`src/rtl/iq_pair_sched.sv`:
```
// iq_pair_sched: I/Q pair assembly, decimation and issue FIFO.
// Optional: IQ_OFFSET_BIN_EN treats input bytes as offset-binary.
module iq_pair_sched #(
  parameter int unsigned DECIM      = 4,
  parameter int unsigned FIFO_DEPTH = 4
) (
  input  logic        clk,
  input  logic        rst,
  input  logic        start_i,
  input  logic [7:0]  data_i,
  input  logic        byte_valid_i,
  output logic [7:0]  i_o,
  output logic [7:0]  q_o,
  output logic        iq_valid_o,
  input  logic        iq_ready_i,
  output logic        busy_o,
  output logic [15:0] pair_cnt_o,
  output logic        overflow_o
);

  localparam int unsigned AW = $clog2(FIFO_DEPTH);
  localparam logic [AW:0] FULL_CNT = (AW+1)'(FIFO_DEPTH);
  localparam logic [7:0]  DLAST = 8'(DECIM - 1);

  typedef enum logic [1:0] {
    S_IDLE,
    S_EXP_I,
    S_EXP_Q,
    S_DRAIN
  } state_t;

  state_t          r_state;
  logic            r_busy;
  logic [7:0]      r_ihold;
  logic [7:0]      r_dcnt;
  logic [15:0]     r_mem [FIFO_DEPTH];
  logic [AW-1:0]   r_wr;
  logic [AW-1:0]   r_rd;
  logic [AW:0]     r_fcnt;
  logic [15:0]     r_pcnt;
  logic            r_ovf;

  logic [7:0]      w_byte;
  logic            w_start;
  logic            w_pair;
  logic            w_hit;
  logic            w_empty;
  logic            w_full;
  logic            w_pop;
  logic            w_push;
  logic            w_drop;

`ifdef IQ_OFFSET_BIN_EN
  assign w_byte = {~data_i[7], data_i[6:0]};
`else
  assign w_byte = data_i;
`endif

  assign w_start = (r_state == S_IDLE) && start_i;
  assign w_pair  = (r_state == S_EXP_Q) && start_i
                   && byte_valid_i;
  assign w_hit   = w_pair && (r_dcnt == DLAST);
  assign w_empty = (r_fcnt == '0);
  assign w_full  = (r_fcnt == FULL_CNT);
  assign w_pop   = !w_empty && iq_ready_i;
  // a full FIFO still takes the pair if a slot frees this cycle
  assign w_push  = w_hit && (!w_full || w_pop);
  assign w_drop  = w_hit && w_full && !w_pop;

  assign iq_valid_o = !w_empty;
  assign i_o        = r_mem[r_rd][15:8];
  assign q_o        = r_mem[r_rd][7:0];
  assign busy_o     = r_busy;
  assign pair_cnt_o = r_pcnt;
  assign overflow_o = r_ovf;

  // stream FSM: pairs bytes into I/Q, drains on stop
  always_ff @(posedge clk or negedge rst) begin
    if (!rst) begin
      r_state <= S_IDLE;
      r_busy  <= 1'b0;
      r_ihold <= '0;
    end else begin
      unique case (r_state)
        S_IDLE: begin
          if (start_i) begin
            r_state <= S_EXP_I;
            r_busy  <= 1'b1;
          end
        end
        S_EXP_I: begin
          if (!start_i) begin
            r_state <= S_DRAIN;
          end else if (byte_valid_i) begin
            r_ihold <= w_byte;
            r_state <= S_EXP_Q;
          end
        end
        S_EXP_Q: begin
          if (!start_i) begin
            r_state <= S_DRAIN;
          end else if (byte_valid_i) begin
            r_state <= S_EXP_I;
          end
        end
        S_DRAIN: begin
          if (w_empty) begin
            r_state <= S_IDLE;
            r_busy  <= 1'b0;
          end
        end
        default: begin
          r_state <= S_IDLE;
          r_busy  <= 1'b0;
        end
      endcase
    end
  end

  // decimation counter: one pair kept per DECIM completed
  always_ff @(posedge clk or negedge rst) begin
    if (!rst) begin
      r_dcnt <= '0;
    end else if (w_start) begin
      r_dcnt <= '0;
    end else if (w_pair) begin
      r_dcnt <= (r_dcnt == DLAST) ? 8'd0
                                  : r_dcnt + 8'd1;
    end
  end

  // issue FIFO storage and pointers
  always_ff @(posedge clk or negedge rst) begin
    if (!rst) begin
      for (int i = 0; i < int'(FIFO_DEPTH); i++) begin
        r_mem[i] <= '0;
      end
      r_wr   <= '0;
      r_rd   <= '0;
      r_fcnt <= '0;
    end else begin
      if (w_push) begin
        r_mem[r_wr] <= {r_ihold, w_byte};
        r_wr        <= r_wr + 1'b1;
      end
      if (w_pop) begin
        r_rd <= r_rd + 1'b1;
      end
      case ({w_push, w_pop})
        2'b10:   r_fcnt <= r_fcnt + 1'b1;
        2'b01:   r_fcnt <= r_fcnt - 1'b1;
        default: r_fcnt <= r_fcnt;
      endcase
    end
  end

  // issued-pair count and sticky overflow
  always_ff @(posedge clk or negedge rst) begin
    if (!rst) begin
      r_pcnt <= '0;
      r_ovf  <= 1'b0;
    end else if (w_start) begin
      r_pcnt <= '0;
      r_ovf  <= 1'b0;
    end else begin
      if (w_pop) begin
        r_pcnt <= r_pcnt + 16'd1;
      end
      if (w_drop) begin
        r_ovf <= 1'b1;
      end
    end
  end

endmodule

```
`config.mk`:
```
export PLATFORM = sky130hd
export DESIGN_NAME = iq_pair_sched
export DESIGN_NICKNAME = d
export VERILOG_FILES = /design/src/rtl/iq_pair_sched.sv
export SDC_FILE = /design/constraint.sdc
export NUM_CORES = 1
export LEC_CHECK = 0
export ABC_AREA = 1
export CORE_MARGIN = 3
export CORE_UTILIZATION = 34
export CTS_BUF_LIST = sky130_fd_sc_hd__clkbuf_4 sky130_fd_sc_hd__clkbuf_8
export DETAILED_ROUTE_END_ITERATION = 10
export DONT_BUFFER_PORTS = 1
export PLACE_DENSITY_LB_ADDON = 0.1
export SLEW_MARGIN = 25
export SYNTH_ARGS = -nofsm -noshare
export SYNTH_HDL_FRONTEND = slang
export SYNTH_SLANG_ARGS = --single-unit
```
`constraint.sdc`:
```
create_clock -name clk -period 3.9 [get_ports clk]
set_clock_uncertainty 0.15 [all_clocks]
set_input_delay 0.195 -clock clk [delete_from_list [all_inputs] [get_ports clk]]
set_output_delay 0.195 -clock clk [all_outputs]
set_load 0.1 [all_outputs]
```
### After elaboration in Yosys (flattened, before gate mapping)

Cells that the tools add are included.

| storage, ports and cells | value |
|---|---|
| bits of input ports | 13 |
| register bits after elaboration | 107 |
| word-level logic and storage cells | 82 |

| operators by class | value |
|---|---|
| $lt $le $gt $ge | 3 |
| $add $sub $neg | 6 |
| bitwise gates (word level) | 2 |
| multiplexer cells | 24 |
| equality and inequality tests | 11 |
| reduce and logical (&&, ||, !) cells | 23 |

Operator list:

| cell | number |
|---|---|
| two-way mux 16 bit | 5 |
| bitwise mux 64 bit | 1 |
| binary-select mux 16 bit (select 2 bit) | 1 |
| demux 16 bit (select 2 bit) | 1 |
| two-way mux 8 bit | 3 |
| adder 16 x 1 -> 16 bit (second input constant) | 1 |
| two-way mux 2 bit | 6 |
| nonzero test 2 bit | 5 |
| logical AND 1 bit | 9 |
| adder 8 x 1 -> 8 bit (second input constant) | 1 |
| == test 8 x 2 -> 1 bit (second input constant) | 1 |
| case mux 2 bit (4 select lines) | 1 |
| == test 2 bit (second input constant) | 3 |
| >= comparator 3 bit (second input constant) | 2 |
| != test 3 bit (second input constant) | 2 |
| NOT 2 -> 3 bit | 2 |
| case mux 3 bit (2 select lines) | 1 |
| AND reduction 3 bit | 2 |
| adder 2 x 1 -> 2 bit (second input constant) | 2 |
| == test 2 x 1 -> 1 bit (second input constant) | 2 |
| two-way mux 1 bit | 4 |
| != test 2 bit (second input constant) | 2 |
| AND reduction 4 bit | 1 |
| adder 3 x 1 -> 3 bit (second input constant) | 1 |
| 8 further kinds | 10 |

### Logic depth before layout (Yosys ltp)

| logic depth | value |
|---|---|
| word-level depth | 8 |
| mapped depth | 13 |

### Least setup slack after synthesis

OpenSTA, ideal clock, no wires.

| timing path | value |
|---|---|
| path kind | reg-to-reg |
| from | register r_fcnt[0] |
| to | register r_fcnt[2] |
| buffers on the path | 1 |
| stages on the path, launching flop included | 13 |
| path slack | 1,096 ps |
| arrival | 2,523 ps |
| clock period less this slack | 2,804 ps |
| cells stage by stage | dfrtp_1 nor2_2 nand2_2 nand2_2 nand2_4 buf_6 nand2_1 ha_1 inv_1 fa_1 a21oi_1 o21ai_0 xor2_1 |

| on the way | value |
|---|---|
| word-level cells in the longest chain between the ends | 7 |

Ends and longest elaborated chain:

| item | RTL line | RTL |
|---|---|---|
| from (decl) | 39 | `logic [AW:0] r_fcnt;` |
| from (signal assigned) | 150 | `2'b10: r_fcnt <= r_fcnt + 1'b1;` |
| from (signal assigned) | 151 | `2'b01: r_fcnt <= r_fcnt - 1'b1;` |
| from (signal assigned) | 152 | `default: r_fcnt <= r_fcnt;` |
| logical NOT 3 bit (*) | 63 | `assign w_empty = (r_fcnt == '0);` |
| logical NOT 1 bit (*) | n/a |  |
| named net iq_valid_o | 14 | `output logic iq_valid_o,` |
| logical AND 1 bit (*) | 65 | `assign w_pop = !w_empty && iq_ready_i;` |
| logical OR 1 bit | 67 | `assign w_push = w_hit && (!w_full \|\| w_pop);` |
| logical AND 1 bit | 67 |  |
| == test 2 x 1 -> 1 bit / == test 2 bit (equally long branches) | 149 | `case ({w_push, w_pop})` |
| case mux 3 bit (2 select lines) / nonzero test 2 bit (equally long branches) | n/a |  |

Mark *: on every way through the listed nets, which the timed path passes. The rest lies on a longest branch.
A chain may end at the register's enable or synchronous reset.

### Worst setup path after layout

| timing path | value |
|---|---|
| from | register r_fcnt[0] |
| to | register r_mem[41] in the netlist's numbering |

| on the way | value |
|---|---|
| word-level cells in the longest chain between the ends | 5 |

Ends and longest elaborated chain:

| item | RTL line | RTL |
|---|---|---|
| logical NOT 3 bit | 63 |  |
| logical NOT 1 bit | n/a |  |
| named net iq_valid_o | 14 |  |
| logical AND 1 bit | 65 |  |
| logical OR 1 bit | 67 |  |
| logical AND 1 bit | 67 |  |
| to (signal, indexed assignment) | 143 | `r_mem[r_wr] <= {r_ihold, w_byte};` |
| to (decl) | 36 | `logic [15:0] r_mem [FIFO_DEPTH];` |

The timed path passes the listed nets, and every way through them passes these cells.

==> flow_summary_export.csv <==
group,metric,value,unit
outcome,outcome,"finished, final reports clean",
synthesis,synth.yosys.seq_area_share,48.9,%
setup_path,required,4030,ps
layout,multi_input_area,0.00253,sq mm
power,p_leak,3.09,nW
global_routing,grt_pass1_vias,4457,
synthesis,postSynthAreaPerCell,8.20,sq um
drt,routed_wl,15000,um
layout,area_delta_synth_final,13.5,%
setup_path,critPathKind,"flip-flop to flip-flop",
synthesis,syn_inst,667,
synthesis,synth_nets,688,
clock_tree,cts-root-buf,"clkbuf_8",
sta,finalSetupViolations,0,
run,max_cap_viol_count,0,
die,die_x,133,um
place,dp.cells,876,
die,dieArea,0.0177,sq mm
synthesis,synth_area,0.00547,sq mm
global_routing,grtUsageTotal,17.2,%
drt,ant_nets,0,
synthesis,ys_async_sr_fraction,100,%
die,rows,45,
sta,fmax,351,MHz
clock_tree,cts_tree,"yes",
setup_path,endpoint_kind,"flip-flop",
drt,avgViaCountPerCell,5.18,
synthesis,synth_area_leaders,"dfrtp_1 49%, nand2_1 14%, nand4_1 9.1%",
setup_path,timing.rr.start,"r_fcnt[0]",
sta,final.setup.tns,0,ps
place,place_congestion,0.840,
synthesis,ys.flop_type,"dfrtp_1",
die,fp.dieH,133,um
clock_tree,cts_resized,0,
drt,vias,4687,
die,ioPinCount,48,
place,portBuffers,0,
setup_path,critPathLaunchType,"flip-flop",
clock_tree,clk_latency,380,ps
global_routing,grt_pass1_wl,24300,um
drt,drtIter0Drc,320,
sta,min_period,2850,ps
min_path,holdCritStartpoint,"iq_ready_i",
drt,drt_pass1_iterations,4,
setup_path,cp_max_fo,70,
global_routing,grt-ovfl-total,0,
power,vdd_drop_max,0.414,mV
synthesis,synthDistinctLibCells,31,
clock_tree,cts_buffer_depth,2,
die,initial_core_util,35.3,%
clock_tree,htree_levels,3,
power,p_per_area,715,mW/mm^2
sta,rsz0062_at_grt,"false",
drt,wl_per_cell,16.6,um
synthesis,synth_top_cells_by_count,"201 x nand2_1, 107 x dfrtp_1, 80 x nand4_1, 74 x nor2_1, 49 x o21ai_0",
sta,final_max_slew_viol_count,0,
sta,fin_crit_sh,72.9,%
sta,hold_viol_final,0,
synthesis,synth-edff-count,0,
layout,stdcell_count,905,
layout,antenna_cells,0,
setup_path,arrival,2970,ps
synthesis,synth.largest_area_cell,"dfrtp_1",
setup_path,critPathLaunch,"r_fcnt[0]",
synthesis,ys_warn_count,0,
synthesis,synth_top_area_share,48.9,%
drt,drc,0,
global_routing,antenna_found_initial,0,
sta,maxSlewHeadroom,33.1,%
synthesis,synth_seq_cells,107,
layout,seqCellArea,0.00268,sq mm
clock_tree,cts_made_buffers,9,
die,core,0.0155,sq mm
synthesis,synth.most_common_cell,"nand2_1",
clock_tree,cts_sinks,107,
layout,layout-drive-gt1-share,12.8,%
min_path,hp-class,"primary input to flip-flop",
global_routing,grt_max_degree,108,
sta,worst_pin_slew,1000,ps
layout,layout.nets,710,
clock_tree,clk_pin_slew_worst_paths,100,ps
layout,fillers,1566,
place,dp_hpwl,9140,um
[worst paths after layout]
| path | to | slack, ps | cells after the start |
|---|---|---|---|
| setup / recovery | r_mem[41] | 1050 | 8 |
| hold / removal | overflow_o | 10 | 3 |
| setup reg to reg | r_mem[41] | 1050 | 8 |
| hold reg to reg | r_mem[35] | 320 | 2 |
| max in group asynchronous | r_mem[35] | 2910 | 2 |
| min in group asynchronous | r_mem[14] | 270 | 2 |
[layout by cell type, fill, tap and decap left out, types with 4 or more instances in the layout]
master	netlist	routed
ha_1	7	7
o22ai_2	0	16
nor2_1	74	74
a21oi_1	7	7
inv_1	40	40
mux2_2	8	8
clkbuf_8	0	11
dfrtp_1	107	107
buf_4	2	34
dlygate4sd3_1	0	12
nand3_4	4	4
nand3_1	14	14
o21ai_0	49	49
xor2_1	4	4
nand4_1	80	80
nand2_1	201	201
[registers in the layout, indices dropped and copies added (netlist names)]
name	count
pair_cnt_o	16
r_ihold	8
r_mem	64
r_wr	2
busy_o	1
r_fcnt	3
r_rd	2
r_state	2
overflow_o	1
r_dcnt	8
[timing repair]
item	4_1_cts	5_1_grt
hold endpoints to repair	153	0
buffers inserted	0	0
hold buffers	13	0
[kinds of logic after synthesis]
group / synth area share, %
and+or+nand+nor: 32.0
buffers and inverters: 6.72
DFF: 48.9
AOI/OAI and AO/OA: 7.94
muxes: 1.65
adders and majority gates: 1.97
xor gates and xnor gates: 0.800
[critical path: stages, from the launching register on]
cell	delay, ps
dfrtp_1	430
nor2_2	80
nand2_2	440
nand2_2	260
nand2_4	110
buf_4	640
nand3_4	380
nand2_1	170
nand2_1	60
[metrics by stage]
stage	setup slack (ps)	power [mW]	util [%]	area, sq um	hold slack [ps]
after CTS	1050	4.50	40.1	6210	3.04
after detailed placement	1070	3.78	38.0	5880	-247
after floorplan	1100	3.17	-	5470	-251
final	1050	4.44	40.1	6210	14.4
after global routing	878	4.71	40.1	6210	35.8
after global placement	1130	3.77	38.0	5880	-247
[layout make-up]
| cell class | count | share of cell area [%] |
|---|---|---|
| clock buffers | 14 | 2.80 |
| repair buffers | 47 | 6.49 |
| well taps | 211 | 4.25 |
| multi-input cells | 482 | 40.7 |
| flip-flops and latches | 107 | 43.1 |
| inverters | 42 | 2.54 |
| clock inverters | 2 | 0.161 |
[routing by layer]
metal / vias up / part of all wire [%] / wire (um) / track usage (%)
met3: 10 / 6.1 / 912 / 5.21
met5: - / 0 / 0 / 0
li1: 2285 / - / - / -
met2: 134 / 48 / 7180 / 27.6
met1: 2258 / 45 / 6800 / 23.2
met4: 0 / 0.87 / 131 / 3.29
[power by group]
part / switching, mW / internal, mW
Combinational: 1.81 / 0.531
Clock: 0.370 / 0.288
Sequential: 0.188 / 1.25
Note: power is estimated with default switching activity, not from simulation.
